<file path="config.mk">
export PLATFORM = sky130hd
export DESIGN_NAME = note_judge
export DESIGN_NICKNAME = d
export VERILOG_FILES = /design/src/rtl/note_pkg.sv /design/src/rtl/note_judge_step_timer.sv /design/src/rtl/note_judge.sv
export SDC_FILE = /design/constraint.sdc
export NUM_CORES = 1
export LEC_CHECK = 0
export BUFFER_PORTS_ARGS = -buffer_cell sky130_fd_sc_hd__buf_2
export CORE_ASPECT_RATIO = 2
export CORE_MARGIN = 5
export CORE_UTILIZATION = 30
export DETAILED_ROUTE_END_ITERATION = 7
export GPL_TIMING_DRIVEN = 0
export RECOVER_POWER = 50
export SLEW_MARGIN = 5
export SYNTH_ARGS = -nofsm -noshare
export SYNTH_HDL_FRONTEND = slang
export SYNTH_SLANG_ARGS = --single-unit
</file>
<file path="constraint.sdc">
create_clock -name clk -period 3.7 [get_ports clk]
set_clock_uncertainty 0.1 [all_clocks]
set_input_delay 0.74 -clock clk [delete_from_list [all_inputs] [get_ports clk]]
set_output_delay 0.74 -clock clk [all_outputs]
set_load 0.1 [all_outputs]
</file>
<file path="src/rtl/note_pkg.sv">
// Shared note-game definitions used by the judge and the note sequencer.
package note_pkg;

  localparam int unsigned LANES           = 5;
  localparam int unsigned STEP_CYCLES     = 13157896;
  localparam int unsigned POINTS_PER_NOTE = 10;
  localparam int unsigned MULT_T1         = 10;
  localparam int unsigned MULT_T2         = 20;
  localparam int unsigned MULT_T3         = 30;
  localparam int unsigned MULT_W          = 3;

  // One row of the highway: bit i set means a note in fret lane i.
  typedef logic [LANES-1:0] note_t;

  // Score multiplier earned by a given streak length.
  function automatic logic [MULT_W-1:0] mult_of(input int unsigned streak_len);
    logic [MULT_W-1:0] m;
    if (streak_len < MULT_T1) begin
      m = MULT_W'(1);
    end else if (streak_len < MULT_T2) begin
      m = MULT_W'(2);
    end else if (streak_len < MULT_T3) begin
      m = MULT_W'(3);
    end else begin
      m = MULT_W'(4);
    end
    return m;
  endfunction

endpackage

</file>
<file path="src/rtl/note_judge_step_timer.sv">
// Eighth-note step timer, shared with the note sequencer so both stay in lockstep.
//   clk, resetn : clock, synchronous active-low reset
//   pause       : holds the count and suppresses step_c
//   stop        : forces the count back to zero
//   step_c      : combinational, high during the last cycle of each step
module step_timer #(
  parameter int unsigned STEP_CYCLES = note_pkg::STEP_CYCLES
) (
  input  logic clk,
  input  logic resetn,
  input  logic pause,
  input  logic stop,
  output logic step_c
);
  import note_pkg::*;

  localparam int unsigned CNT_W = (STEP_CYCLES > 1) ? $clog2(STEP_CYCLES) : 1;
  localparam logic [CNT_W-1:0] LAST = CNT_W'(STEP_CYCLES - 1);

  logic [CNT_W-1:0] count_q, count_d;

  // Step on the final count; the counter wraps on that same edge.
  always_comb begin
    count_d = count_q;
    step_c  = (count_q == LAST) & ~pause;
    if (stop) begin
      count_d = '0;
    end else if (!pause) begin
      count_d = step_c ? '0 : count_q + CNT_W'(1);
    end
  end

  always_ff @(posedge clk) begin
    if (!resetn) begin
      count_q <= '0;
    end else begin
      count_q <= count_d;
    end
  end

endmodule

</file>
<file path="src/rtl/note_judge.sv">
// Note highway and strum judge: scrolls the expected-note pattern down a
// DEPTH-row highway once per step and judges strums against the strike row.
//   clk, resetn      : clock, synchronous active-low reset
//   pause, stop      : freeze / song restart
//   exp_notes        : pattern from the sequencer, loaded into row 0 on each step
//   frets, strum     : debounced player inputs
//   highway          : row r at [r*LANES +: LANES], row DEPTH-1 is the strike row
//   hit/miss_pulse   : one-cycle judgement pulses
//   score, streak, multiplier : HUD values
module note_judge #(
  parameter int unsigned LANES       = note_pkg::LANES,
  parameter int unsigned DEPTH       = 8,
  parameter int unsigned STEP_CYCLES = note_pkg::STEP_CYCLES,
  parameter int unsigned SCORE_W     = 16,
  parameter int unsigned STREAK_W    = 8
) (
  input  logic                   clk,
  input  logic                   resetn,
  input  logic                   pause,
  input  logic                   stop,
  input  logic [LANES-1:0]       exp_notes,
  input  logic [LANES-1:0]       frets,
  input  logic                   strum,
  output logic [DEPTH*LANES-1:0] highway,
  output logic                   hit_pulse,
  output logic                   miss_pulse,
  output logic [SCORE_W-1:0]     score,
  output logic [STREAK_W-1:0]    streak,
  output logic [2:0]             multiplier
);
  import note_pkg::*;

  localparam int unsigned HW_W  = DEPTH * LANES;
  localparam int unsigned SUM_W = SCORE_W + 1;

  logic step_c;

  step_timer #(.STEP_CYCLES(STEP_CYCLES)) u_step_timer (
    .clk    (clk),
    .resetn (resetn),
    .pause  (pause),
    .stop   (stop),
    .step_c (step_c)
  );

  logic [HW_W-1:0]     highway_q, highway_d;
  logic                judged_q, judged_d;
  logic                strum_in_q, strum_in_d;
  logic                strum_dly_q, strum_dly_d;
  logic [SCORE_W-1:0]  score_q, score_d;
  logic [STREAK_W-1:0] streak_q, streak_d;
  logic [2:0]          mult_q, mult_d;
  logic                hit_q, hit_d;
  logic                miss_q, miss_d;

  logic [LANES-1:0] strike_c;
  logic             edge_c;
  logic             live_c;
  logic [SUM_W-1:0] score_sum_c;

  // Strum is registered first, so the edge (and the judgement one cycle later)
  // sits a full cycle behind the button sample.
  assign strike_c    = highway_q[(DEPTH-1)*LANES +: LANES];
  assign edge_c      = strum_in_q & ~strum_dly_q & ~pause;
  assign live_c      = (strike_c != '0) & ~judged_q;
  assign score_sum_c = SUM_W'(score_q) + SUM_W'(POINTS_PER_NOTE * 32'(mult_q));

  // Judgement, shift and HUD update.
  always_comb begin
    highway_d   = highway_q;
    judged_d    = judged_q;
    strum_in_d  = strum;
    strum_dly_d = strum_in_q;
    score_d     = score_q;
    streak_d    = streak_q;
    hit_d       = 1'b0;
    miss_d      = 1'b0;

    if (stop) begin
      highway_d = '0;
      judged_d  = 1'b0;
      streak_d  = '0;
    end else begin
      if (edge_c) begin
        if (live_c && (frets == strike_c)) begin
          hit_d    = 1'b1;
          judged_d = 1'b1;
          score_d  = score_sum_c[SCORE_W] ? '1 : score_sum_c[SCORE_W-1:0];
          streak_d = (streak_q == '1) ? streak_q : streak_q + STREAK_W'(1);
        end else begin
          // Wrong frets on a live row, or an overstrum on an empty/judged row.
          miss_d   = 1'b1;
          streak_d = '0;
          if (live_c) begin
            judged_d = 1'b1;
          end
        end
      end else if (step_c && live_c) begin
        // Unjudged note scrolls off the strike row.
        miss_d   = 1'b1;
        streak_d = '0;
      end

      if (step_c) begin
        highway_d = {highway_q[HW_W-LANES-1:0], exp_notes};
        judged_d  = 1'b0;
      end
    end

    mult_d = mult_of(32'(streak_d));
  end

  always_ff @(posedge clk) begin
    if (!resetn) begin
      highway_q   <= '0;
      judged_q    <= 1'b0;
      strum_in_q  <= 1'b0;
      strum_dly_q <= 1'b0;
      score_q     <= '0;
      streak_q    <= '0;
      mult_q      <= 3'd1;
      hit_q       <= 1'b0;
      miss_q      <= 1'b0;
    end else begin
      highway_q   <= highway_d;
      judged_q    <= judged_d;
      strum_in_q  <= strum_in_d;
      strum_dly_q <= strum_dly_d;
      score_q     <= score_d;
      streak_q    <= streak_d;
      mult_q      <= mult_d;
      hit_q       <= hit_d;
      miss_q      <= miss_d;
    end
  end

  assign highway    = highway_q;
  assign hit_pulse  = hit_q;
  assign miss_pulse = miss_q;
  assign score      = score_q;
  assign streak     = streak_q;
  assign multiplier = mult_q;

endmodule

</file>
==> qor.yml <==
clock_path_buffers: 2
met1_length_mm: 4.13
dp_hpwl_mm: 8.34
ys_warn_count: 0
maxCapViolCount: 0
status: "finished, final reports clean"
fmax_ghz: 0.316
yosysTopAreaCell: "dfxtp_1"
cp_slowest_cell: "nor4_1"
slew_violations: 0
grt_pass1_vias: 3681
layout-area-overhead-vs-synth_pct: 19.4
min_period_over_period_pct: 85.5
setup_ws_ps: 538
grtUsageTotal_pct: 13.2
wl_met3_microns: 515
dr_wl_met2_mm: 5.58
multiInputGateArea_sq_um: 2230
post-place-ws_ps: 633
path_clk_slew_ps: 70
drive_gt1_share_pct: 7.62
drc: 0
crit_chain: "buf_2 > or3b_1 > nor4_1 > and3_1 > clkbuf_1 > a21o_1 > o21ai_0 > maj3_2 > mux2i_1 > o21bai_1"
syn_area_sq_um: 4280
arrival_ps: 3280
synth-seq-cells: 96
clock_sinks: 96
cts_tree: "done"
power_frac_comb_pct: 2.2
synth_edf_count: 0
h-tree-depth: 3
seqCellArea_sq_um: 1920
hold_viol: 0
root_buffer: "clkbuf_16"
grt_pass1_wl_mm: 17.7
synth_area_leaders: "dfxtp_1, mux2i_1, nor2_1"
p_leak_nw: 1.79
wire_per_inst_microns: 13.9
final_cell_mix: "dfxtp_1, clkbuf_1, nor2_1"
critPathRequiredTime_ps: 3820
yosys.area.top_type_share_pct: 44.9
cts_hold_buf: 0
syn_nets: 492
start_util_pct: 30.7
num_rows: 61
finalSetupTns_ps: 0
p_per_area_nw_per_um2: 390
crit_type: "input port to flop"
grt_max_degree: 20
fin_nets: 586
vias: 3540
synth-main-ff-cell: "dfxtp_1"
ys_seq_area_share_pct: 44.9
n_antenna_cell: 0
p_int_mw: 1.53
io-pin-count: 84
cts_buffers: 9
viasPerCell: 4.70
top_layer: "met4"
tightest_slew_ps: 1210
endpoint_kind: "flop"
worstSetupStartpointType: "input port"
mostFrequentLayoutCell: "dfxtp_1"
hold_path_class: "flop to flop"
avgSynthCellArea_sq_um: 9.21
dr.first_iter.drc_count: 140
overflow: 0
nFillCells: 1460
cts_resized: 0
worstPathMaxFanout: 7
cts_setup_buffers: 0
die_height_microns: 179
pwr-share-clk_pct: 45.9
setup_viol: 0
dr.pass1.iters: 4
final_cells: 753
synth-async-reset-ratio_pct: 0
cpPeakStageDelay_ps: 510
grt_antenna_before_repair: 0
ir_worst_vdd_uv: 302
place_inst: 737
rsz0062_at_grt: "no"
relSlewSlack_pct: 19.5
swShare_pct: 23.5
insertion_delay_ps: 340
place_congestion: 0.843
routed_wl_mm: 10.5
core_area_sq_um: 14000
drtAntennaViolNets: 0
fp.dieW_microns: 94.5
p_sw_mw: 0.470
portBuffers: 83
syn_inst: 465
die_area_sq_um: 16900
p_seq_share_pct: 51.9
ys_types: 51
fin_crit_ps: 3160
-- layer usage --
metal,vias up,GRT usage [%]
met5,-,0
met1,1647,14.0
met2,81,24.3
li1,1790,-
met3,22,3.49
met4,0,5.60
-- logic make-up after synthesis --
logic type               synth area share, %
AND/OR/NAND/NOR                         21.2
flip-flops                              44.9
AO/OA/AOI/OAI                           10.8
XOR/XNOR                                7.98
multiplexers                            8.65
buffers and inverters                   2.57
adder cells (fa/ha/maj)                 3.95
-- worst max-delay path: cells and delay by family --
kind | cells | cell delay [ps]
buffers and inverters | 2 | 430
AND/OR/NAND/NOR | 3 | 1200
adder cells (fa/ha/maj) | 1 | 360
AO/OA/AOI/OAI | 3 | 430
multiplexers | 1 | 140
-- registers in the layout (all words and copies together), names as in the netlist --
register and count:
highway 40, u_step_timer.count_q 24, score 16, streak 8, multiplier 3, hit_pulse 1, judged_q 1, miss_pulse 1
strum_dly_d 1, strum_dly_q 1
-- power groups by stage --
stage | Clock (mW) | Sequential (mW) | Combinational (mW)
global placement | 0 | 1.06 | 0.0466
finish | 0.916 | 1.04 | 0.0440
CTS | 0.952 | 1.03 | 0.0472
detailed placement | 0 | 1.06 | 0.0470
floorplan | 0 | 1.06 | 0.0256
global route | 0.996 | 1.04 | 0.0489
-- synthesized netlist by cell type, drive strengths merged, types with 2 or more instances --
| cell | count |
|---|---|
| xor2 | 26 |
| a21oi | 21 |
| nor3 | 6 |
| a21o | 5 |
| nor2b | 5 |
| nor4 | 6 |
| dfxtp | 96 |
| nand3 | 18 |
| nor2 | 81 |
| o21ai | 25 |
| inv | 8 |
| or2 | 2 |
| nand2 | 23 |
| nand2b | 4 |
| or3 | 4 |
| o31ai | 2 |
| nor3b | 3 |
| o21a | 6 |
| xnor2 | 13 |
| buf | 6 |
| a31oi | 7 |
| and4 | 3 |
| ha | 11 |
| and2 | 3 |
| clkbuf | 13 |
| and3 | 11 |
| nand4 | 6 |
| mux2i | 37 |
-- layout make-up --
class	instances	area share [%]
Buffer	19	1.49
Clock buffer	9	4.41
Clock inverter	7	1.32
Inverter	8	0.587
Multi-Input combinational cell	342	43.6
Sequential cell	96	37.6
Tap cell	189	4.63
Timing Repair Buffer	83	6.41
-- worst paths after layout --
path | startpoint | end | slack (ps) | cells past startpoint
min reg2reg | strum_dly_d$_SDFF_PN0_ | strum_dly_q$_SDFF_PN0_ | 350 | 1
max reg2reg | multiplier[0]$_SDFF_PP1_ | score[9]$_SDFFE_PN0P_ | 710 | 10
max | pause | multiplier[0]$_SDFF_PP1_ | 540 | 10
min | strum_dly_d$_SDFF_PN0_ | strum_dly_q$_SDFF_PN0_ | 350 | 1
-- per-stage QoR --
step                instance area [sq um]  util (%)  hold slack (ps)  power [mW]
floorplan                            4280         -              322        1.09
global placement                     4930      35.3              341        1.11
detailed placement                   4930      35.3              340        1.11
CTS                                  5230      37.4              360        2.03
global route                         5110      36.6              382        2.08
finish                               5110      36.6              354        2.00
Note: power is estimated with default switching activity, not from simulation.
